===== src/rtl/kmkz_regfile_np.sv =====
// kmkz_regfile_np: parametrised Kamikaze-uRV register file between D and X.
// Registered reads with X/W forwarding, post-reset clear and a debug port.
module kmkz_regfile_np #(
   parameter int XLEN     = 32,
   parameter int NREGS    = 32,
   parameter int NRD      = 2,
   parameter int ZERO_REG = 1,
   localparam int AW      = $clog2(NREGS)
) (
   input  logic               clk_i,
   input  logic               rst_i,
   input  logic               d_stall_i,
   input  logic [NRD*AW-1:0]  rf_rs_i,
   input  logic [NRD*AW-1:0]  d_rs_i,
   output logic [NRD*XLEN-1:0] x_rs_value_o,
   input  logic [AW-1:0]      w_rd_i,
   input  logic [XLEN-1:0]    w_rd_value_i,
   input  logic               w_rd_store_i,
   input  logic               w_bypass_rd_write_i,
   input  logic [XLEN-1:0]    w_bypass_rd_value_i,
   input  logic               dbg_req_i,
   input  logic               dbg_we_i,
   input  logic [AW-1:0]      dbg_addr_i,
   input  logic [XLEN-1:0]    dbg_wdata_i,
   output logic               dbg_ack_o,
   output logic [XLEN-1:0]    dbg_rdata_o,
   output logic               init_busy_o
);

   typedef enum logic [1:0] {INIT, RUN, DBG_RD, DBG_ACK} state_t;

   state_t          state_q, state_d;
   logic [AW-1:0]   cnt_q;
   logic [AW-1:0]   dbg_addr_q;
   logic [XLEN-1:0] dbg_rdata_q;
   logic [XLEN-1:0] ram [NREGS];
   logic [XLEN-1:0] rd_q [NRD];
   logic [NRD-1:0]  fw_w_q;
   logic [XLEN-1:0] bypass_w_q;
   logic            wr;
   logic            dbg_acc;
   logic            ram_we;
   logic [AW-1:0]   ram_wa;
   logic [XLEN-1:0] ram_wd;

   function automatic logic is_zero(input logic [AW-1:0] a);
      return (ZERO_REG != 0) && (a == '0);
   endfunction

   assign wr      = w_rd_store_i && !is_zero(w_rd_i) && (state_q != INIT);
   assign dbg_acc = (state_q == RUN) && dbg_req_i && d_stall_i && !wr;

   // Next-state logic: clear sweep, then idle/debug handshake
   always_comb begin
      state_d = state_q;
      unique case (state_q)
         INIT:    if (cnt_q == AW'(NREGS - 1)) state_d = RUN;
         RUN:     if (dbg_acc) state_d = dbg_we_i ? DBG_ACK : DBG_RD;
         DBG_RD:  state_d = DBG_ACK;
         DBG_ACK: state_d = RUN;
         default: state_d = INIT;
      endcase
   end

   // Single RAM write port: clear sweep, then pipeline, then debug
   always_comb begin
      ram_we = 1'b0;
      ram_wa = w_rd_i;
      ram_wd = w_rd_value_i;
      if (state_q == INIT) begin
         ram_we = 1'b1;
         ram_wa = cnt_q;
         ram_wd = '0;
      end else if (wr) begin
         ram_we = 1'b1;
      end else if (dbg_acc && dbg_we_i && !is_zero(dbg_addr_i)) begin
         ram_we = 1'b1;
         ram_wa = dbg_addr_i;
         ram_wd = dbg_wdata_i;
      end
   end

   // Storage array, deliberately without reset (cleared by the sweep)
   always_ff @(posedge clk_i) begin
      if (ram_we) ram[ram_wa] <= ram_wd;
   end

   // Control state, clear counter and debug read register
   always_ff @(posedge clk_i or negedge rst_i) begin
      if (!rst_i) begin
         state_q     <= INIT;
         cnt_q       <= '0;
         dbg_addr_q  <= '0;
         dbg_rdata_q <= '0;
      end else begin
         state_q <= state_d;
         if (state_q == INIT) cnt_q <= cnt_q + 1'b1;
         if (dbg_acc) dbg_addr_q <= dbg_addr_i;
         if (state_q == DBG_RD)
            dbg_rdata_q <= is_zero(dbg_addr_q) ? '0 : ram[dbg_addr_q];
      end
   end

   // Registered read ports and W-stage forward flags, frozen on stall
   always_ff @(posedge clk_i or negedge rst_i) begin
      if (!rst_i) begin
         for (int k = 0; k < NRD; k++) rd_q[k] <= '0;
         fw_w_q     <= '0;
         bypass_w_q <= '0;
      end else begin
         if (wr) bypass_w_q <= w_rd_value_i;
         if (!d_stall_i) begin
            for (int k = 0; k < NRD; k++) begin
               rd_q[k] <= is_zero(rf_rs_i[k*AW +: AW]) ? '0
                        : ram[rf_rs_i[k*AW +: AW]];
               fw_w_q[k] <= wr && (rf_rs_i[k*AW +: AW] == w_rd_i);
            end
         end
      end
   end

   // Operand mux: X forward, then W forward, then registered read
   always_comb begin
      x_rs_value_o = '0;
      for (int k = 0; k < NRD; k++) begin
         if (w_bypass_rd_write_i && (d_rs_i[k*AW +: AW] == w_rd_i)
             && !is_zero(w_rd_i))
            x_rs_value_o[k*XLEN +: XLEN] = w_bypass_rd_value_i;
         else if (fw_w_q[k])
            x_rs_value_o[k*XLEN +: XLEN] = bypass_w_q;
         else
            x_rs_value_o[k*XLEN +: XLEN] = rd_q[k];
      end
   end

   assign dbg_ack_o   = (state_q == DBG_ACK);
   assign dbg_rdata_o = dbg_rdata_q;
   assign init_busy_o = (state_q == INIT);

endmodule


===== config.mk =====
export PLATFORM = sky130hd
export DESIGN_NAME = kmkz_regfile_np
export DESIGN_NICKNAME = d
export VERILOG_FILES = /design/src/rtl/kmkz_regfile_np.sv
export SDC_FILE = /design/constraint.sdc
export NUM_CORES = 2
export LEC_CHECK = 0
export BUFFER_PORTS_ARGS = -buffer_cell sky130_fd_sc_hd__buf_2
export CORE_AREA = 2 2 329 331
export DETAILED_ROUTE_END_ITERATION = 12
export DIE_AREA = 0 0 331 333
export HOLD_SLACK_MARGIN = 0.08
export PLACE_DENSITY = 0.76
export SYNTH_ARGS = -nofsm -noshare
export SYNTH_HDL_FRONTEND = slang
export SYNTH_SLANG_ARGS = --single-unit
export TNS_END_PERCENT = 20

===== constraint.sdc =====
create_clock -name clk_i -period 17.43 [get_ports clk_i]
set_clock_uncertainty 0.15 [all_clocks]
set_input_delay 3.486 -clock clk_i [delete_from_list [all_inputs] [get_ports clk_i]]
set_output_delay 3.486 -clock clk_i [all_outputs]
set_load 0.005 [all_outputs]

[Word level (Yosys, flattened, before mapping)]
Memories as Yosys holds them, arrays and structs flattened.
Cells that the tools add are included.
Cells by class
  add/subtract/negate cells: 1
  equality and inequality tests: 10
  muxes and demuxes: 22
  reduce and logical (&&, ||, !) cells: 24
Operators by type and width (count)
  32-bit two-way mux: 10
  5-bit logical NOT: 5
  5-bit == test: 4
  5-bit two-way mux: 3
  1-bit logical AND: 13
  2-bit case mux with 4 select lines: 1
  1-bit two-way mux: 6
  5-bit by 1-bit adder with 5-bit output (second input constant): 1
  5-bit == test (second input constant): 1
  2-bit == test (second input constant): 2
  2-bit two-way mux: 2
  1-bit logical NOT: 3
  2-bit by 1-bit == test with 1-bit output (second input constant): 1
  2-bit logical NOT: 1
  2-bit by 1-bit != test with 1-bit output (second input constant): 1
  2-bit != test (second input constant): 1
  2-bit AND reduction: 1
  2-bit nonzero test: 1
Word-level totals
  flip-flop bits (word level): 142
  bits in writable memories: 1024
  bits of input ports: 133
  memories: 1
Memory list
  ram: words 32, width 32, rd ports 3, clocked after memory_dff 0, wr ports 1, line 36  | logic [XLEN-1:0] ram [NREGS];

[Depth between registers and ports, before layout]
  depth in word-level cells: 13
  gate-level depth with buffers: 9

[Least setup slack after synthesis]
No wires, ideal clock.
  path type: input-to-output
  start point: input w_rd_i[1]
  end point: output x_rs_value_o[10]
  arrival time: 5.053 ns
  setup slack: 8.741 ns
  stages on the path: 7
  buffers on the path: 2
  cells stage by stage: clkbuf_1 > or4_4 > o21ai_1 > nor4_2 > clkbuf_1 > nand2_1 > o21ai_0
On the way
  cells in the longest elaborated chain, start to end: 4
  elaborated cells on any way between the ends: 6
Ends and longest elaborated chain
  start: declaration: line 16  | input logic [AW-1:0] w_rd_i,
  5-bit == test / 5-bit logical NOT (equally long branches): line 126, 47
  1-bit logical AND / 1-bit logical NOT (equally long branches): line 126, 127
  1-bit logical AND (*): line 127  | && !is_zero(w_rd_i))
  32-bit two-way mux (*): line 126  | if (w_bypass_rd_write_i && (d_rs_i[k*AW +: AW] == w_rd_i)
  end: declaration: line 15  | output logic [NRD*XLEN-1:0] x_rs_value_o,
Mark *: on every way between the ends. The rest lies on a longest branch, timed or not.

[Worst setup path after layout]
  start point: input w_rd_i[3]
  end point: output x_rs_value_o[45]
Same word-level chain as after synthesis.

==> out/metrics.cfg <==
[cells_and_area]
drive_above_1_share_pct=31.5
nFillCells=7213
fin_cells=5588
nets=4209
fin_util_pct=65.3
fin_area_um2=69600
syn2layout_area_growth_pct=11.1

[setup_path]
reg2reg_depth=10
r2r-start=state_q[0]
critPathTopFamily=simple AND/OR/NAND/NOR gates
reg2reg_setup_slack_ps=12210
worstReg2RegEnd=ram[8][17]
worst_ep_required_time_ps=13790
crit_path_top_delay_cell=or4_4
critical_path_class=in2out
cpPeakStageDelay_ps=580
cp_max_fo=64
path_cells=buf_2 -> or4_4 -> o21ai_1 -> nor4_4 -> buf_4 -> nand2_1 -> o21ai_0 -> buf_2
crit_buf_inv=3
arrival_ps=5530
critPathCaptureType=primary output
start_kind=input port
crit_top_cell=buf_2

[global_routing]
grt_pass1_wl_mm=306
grt-ovfl-total=0
grt_max_degree=138
track_usage_pct=39.5
first_global_vias=42800
grt_antenna_before_repair=11

[detailed_routing]
highest_layer=met5
vias=44700
met3WireLength_mm=37.4
wl_mm=218
dr_wl_met2_mm=93.5
wl_met1_mm=71.6
ant_nets=0
wl_per_cell_um=39.1
via_per_inst=7.99
drtIter0Drc=7909
drc=0
drt-pass1-iter-count=7

[place]
dp_cells=5353
finalWeightedCongestion=0.898
place.port_buffers=230
place_area_um2=65600
post-place-ws_ps=8290
hpwl_mm=121

[floorplanning]
die_h_um=333
ios=231
rows=120
coreArea_um2=107000
die_area_um2=110000
initial_core_util_pct=58.8
chipWidth_um=331

[sta]
tightest_slew_ps=1430
finalHoldViolCount=0
fin_crit_ps=9170
setup_violations=0
rsz0062_at_grt=false
max_slew_margin_pct=4.96
fin_crit_sh_pct=52.6
timing.final.ws_setup_ps=8260
slew_violations=0
timing.fmax_mhz=109
fin_setup_tns_ps=0

[clocking]
cts-root-buf=clkbuf_16
clk_path_buf_depth=3
clk_latency_ps=750
clk_pin_slew_ps=60
post_cts_buffers=0
htree_num_levels=3
clkSinkCount=1166
cts_tree=done
postCtsHoldBufs=0
ctsResizeCount=0
numCtsBuffers=118

[worst_hold_path]
holdPathEnd=dbg_rdata_o[2]
holdPathStages=1
hp-start=dbg_rdata_o[2]
hold_path_class=reg2reg

[logic_synthesis]
synth.most_common_cell=edfxtp_1
ys_ff_latch=1166
synth_top_area_cell=edfxtp_1
syn_area_per_cell_um2=15.8
synth-edff-count=1024
synth_cell_types=66
syn-num-nets=4093
async_flop_share_pct=12.2
ys_top_cells_by_area=edfxtp_1 (49%), mux4_2 (21%), mux2i_1 (8.2%)
synth_flop_cell=edfxtp_1
synth_common_cells=edfxtp_1 (1024), mux4_2 (576), mux2i_1 (513), clkbuf_1 (211), o22ai_1 (193)
yosys.area.top_type_share_pct=49.1
yosysSeqAreaShare_pct=54.8
synth_cells=3954
syn_area_um2=62600
synth_warnings=0

[power]
power_density_nw_per_um2=134
leakage_uw=0.0233
ir_drop_mv=0.142

[outcome]
outcome=complete, no violations

[job]
maxCapViolCount=0

==> how the worst max path moves through the flow <==
stage | start | to | cells past startpoint
4_1_cts | w_rd_i[3] | x_rs_value_o[46] | 7
5_1_grt | w_rd_i[3] | x_rs_value_o[45] | 7
3_3_place_gp | w_rd_i[3] | x_rs_value_o[35] | 8
3_5_place_dp | w_rd_i[3] | x_rs_value_o[43] | 8
6_report | w_rd_i[3] | x_rs_value_o[45] | 8
2_1_floorplan | w_rd_i[1] | x_rs_value_o[10] | 7
==> worst reg2reg max path: cells and delay by family (launching register included) <==
family / cells / cell delay, ps
buffers and inverters: 5 / 2160
AO/OA/AOI/OAI: 3 / 1580
flip-flops: 1 / 420
AND/OR/NAND/NOR: 1 / 380
adder cells (fa/ha/maj): 1 / 140
==> logic make-up after synthesis <==
kind of cell	count (synthesis)	share of synthesized area, %
XOR/XNOR	23	0.322
buffers and inverters	380	2.60
adder cells (fa/ha/maj)	6	0.120
flip-flops	1166	54.8
AND/OR/NAND/NOR	327	2.26
multiplexers	1162	30.2
AO/OA/AOI/OAI	890	9.72
==> cell usage in the layout, fill, tap and decap left out, types with 5 or more instances in the layout <==
master      count
a22o_1         66
inv_1           6
o221ai_1      125
mux2i_1       513
a211oi_1       93
nor3_2         12
buf_4         134
xor2_1         15
mux4_2        576
clkbuf_1       21
nand2_1       141
clkinv_2       28
bufinv_16      15
nor3_1          8
nand3_1         9
nor2_4         17
nor2_1        103
a21oi_1        94
xnor2_1         8
dfrtp_1       135
mux2_2         72
ha_1            5
edfxtp_1     1024
clkinvlp_4      5
buf_2         222
clkbuf_8       18
clkbuf_16     118
a32o_1         33
o22ai_1       193
a21oi_2        31
clkinv_1       15
diode_2        10
o21ai_0       189
a22oi_1        34
==> flip-flops by register name, summed over array words and instances, names as in the netlist <==
name and count:
dbg_addr_q 5, ram 1024, state_q 2, fw_w_q 2, bypass_w_q 32, dbg_rdata_o 32, cnt_q 5, rd_q 64
==> through the flow <==
| step | hold slack, ps | power, uW |
|---|---|---|
| after global routing | 366 | 9540 |
| after detailed placement | 333 | 6600 |
| after global placement | 320 | 6550 |
| final | 353 | 9330 |
| after CTS | 352 | 9210 |
| after floorplan | 328 | 5540 |
==> where the power goes <==
group	total, uW	internal, uW	switching [uW]
clock	2650	1540	1120
sequential	3770	3480	289
combinational	2900	1120	1790
==> per-layer routing <==
layer | global-route usage, % | vias up
li1 | - | 17000
met1 | 52.1 | 22100
met2 | 56.0 | 4466
met3 | 15.1 | 1021
met4 | 23.2 | 14
met5 | 0.0887 | -
==> cell type report <==
type / instances / area [um2] / share of cell area [%]
Antenna cell: 10 / 25.0 / 0.0359
Multi-Input combinational cell: 2408 / 27200 / 39.0
Tap cell: 1403 / 1760 / 2.52
Clock buffer: 156 / 3270 / 4.69
Sequential cell: 1166 / 34300 / 49.3
Clock inverter: 69 / 781 / 1.12
Inverter: 11 / 41.3 / 0.0593
Timing Repair Buffer: 365 / 2270 / 3.26
Note: power is estimated with default switching activity, not from simulation.
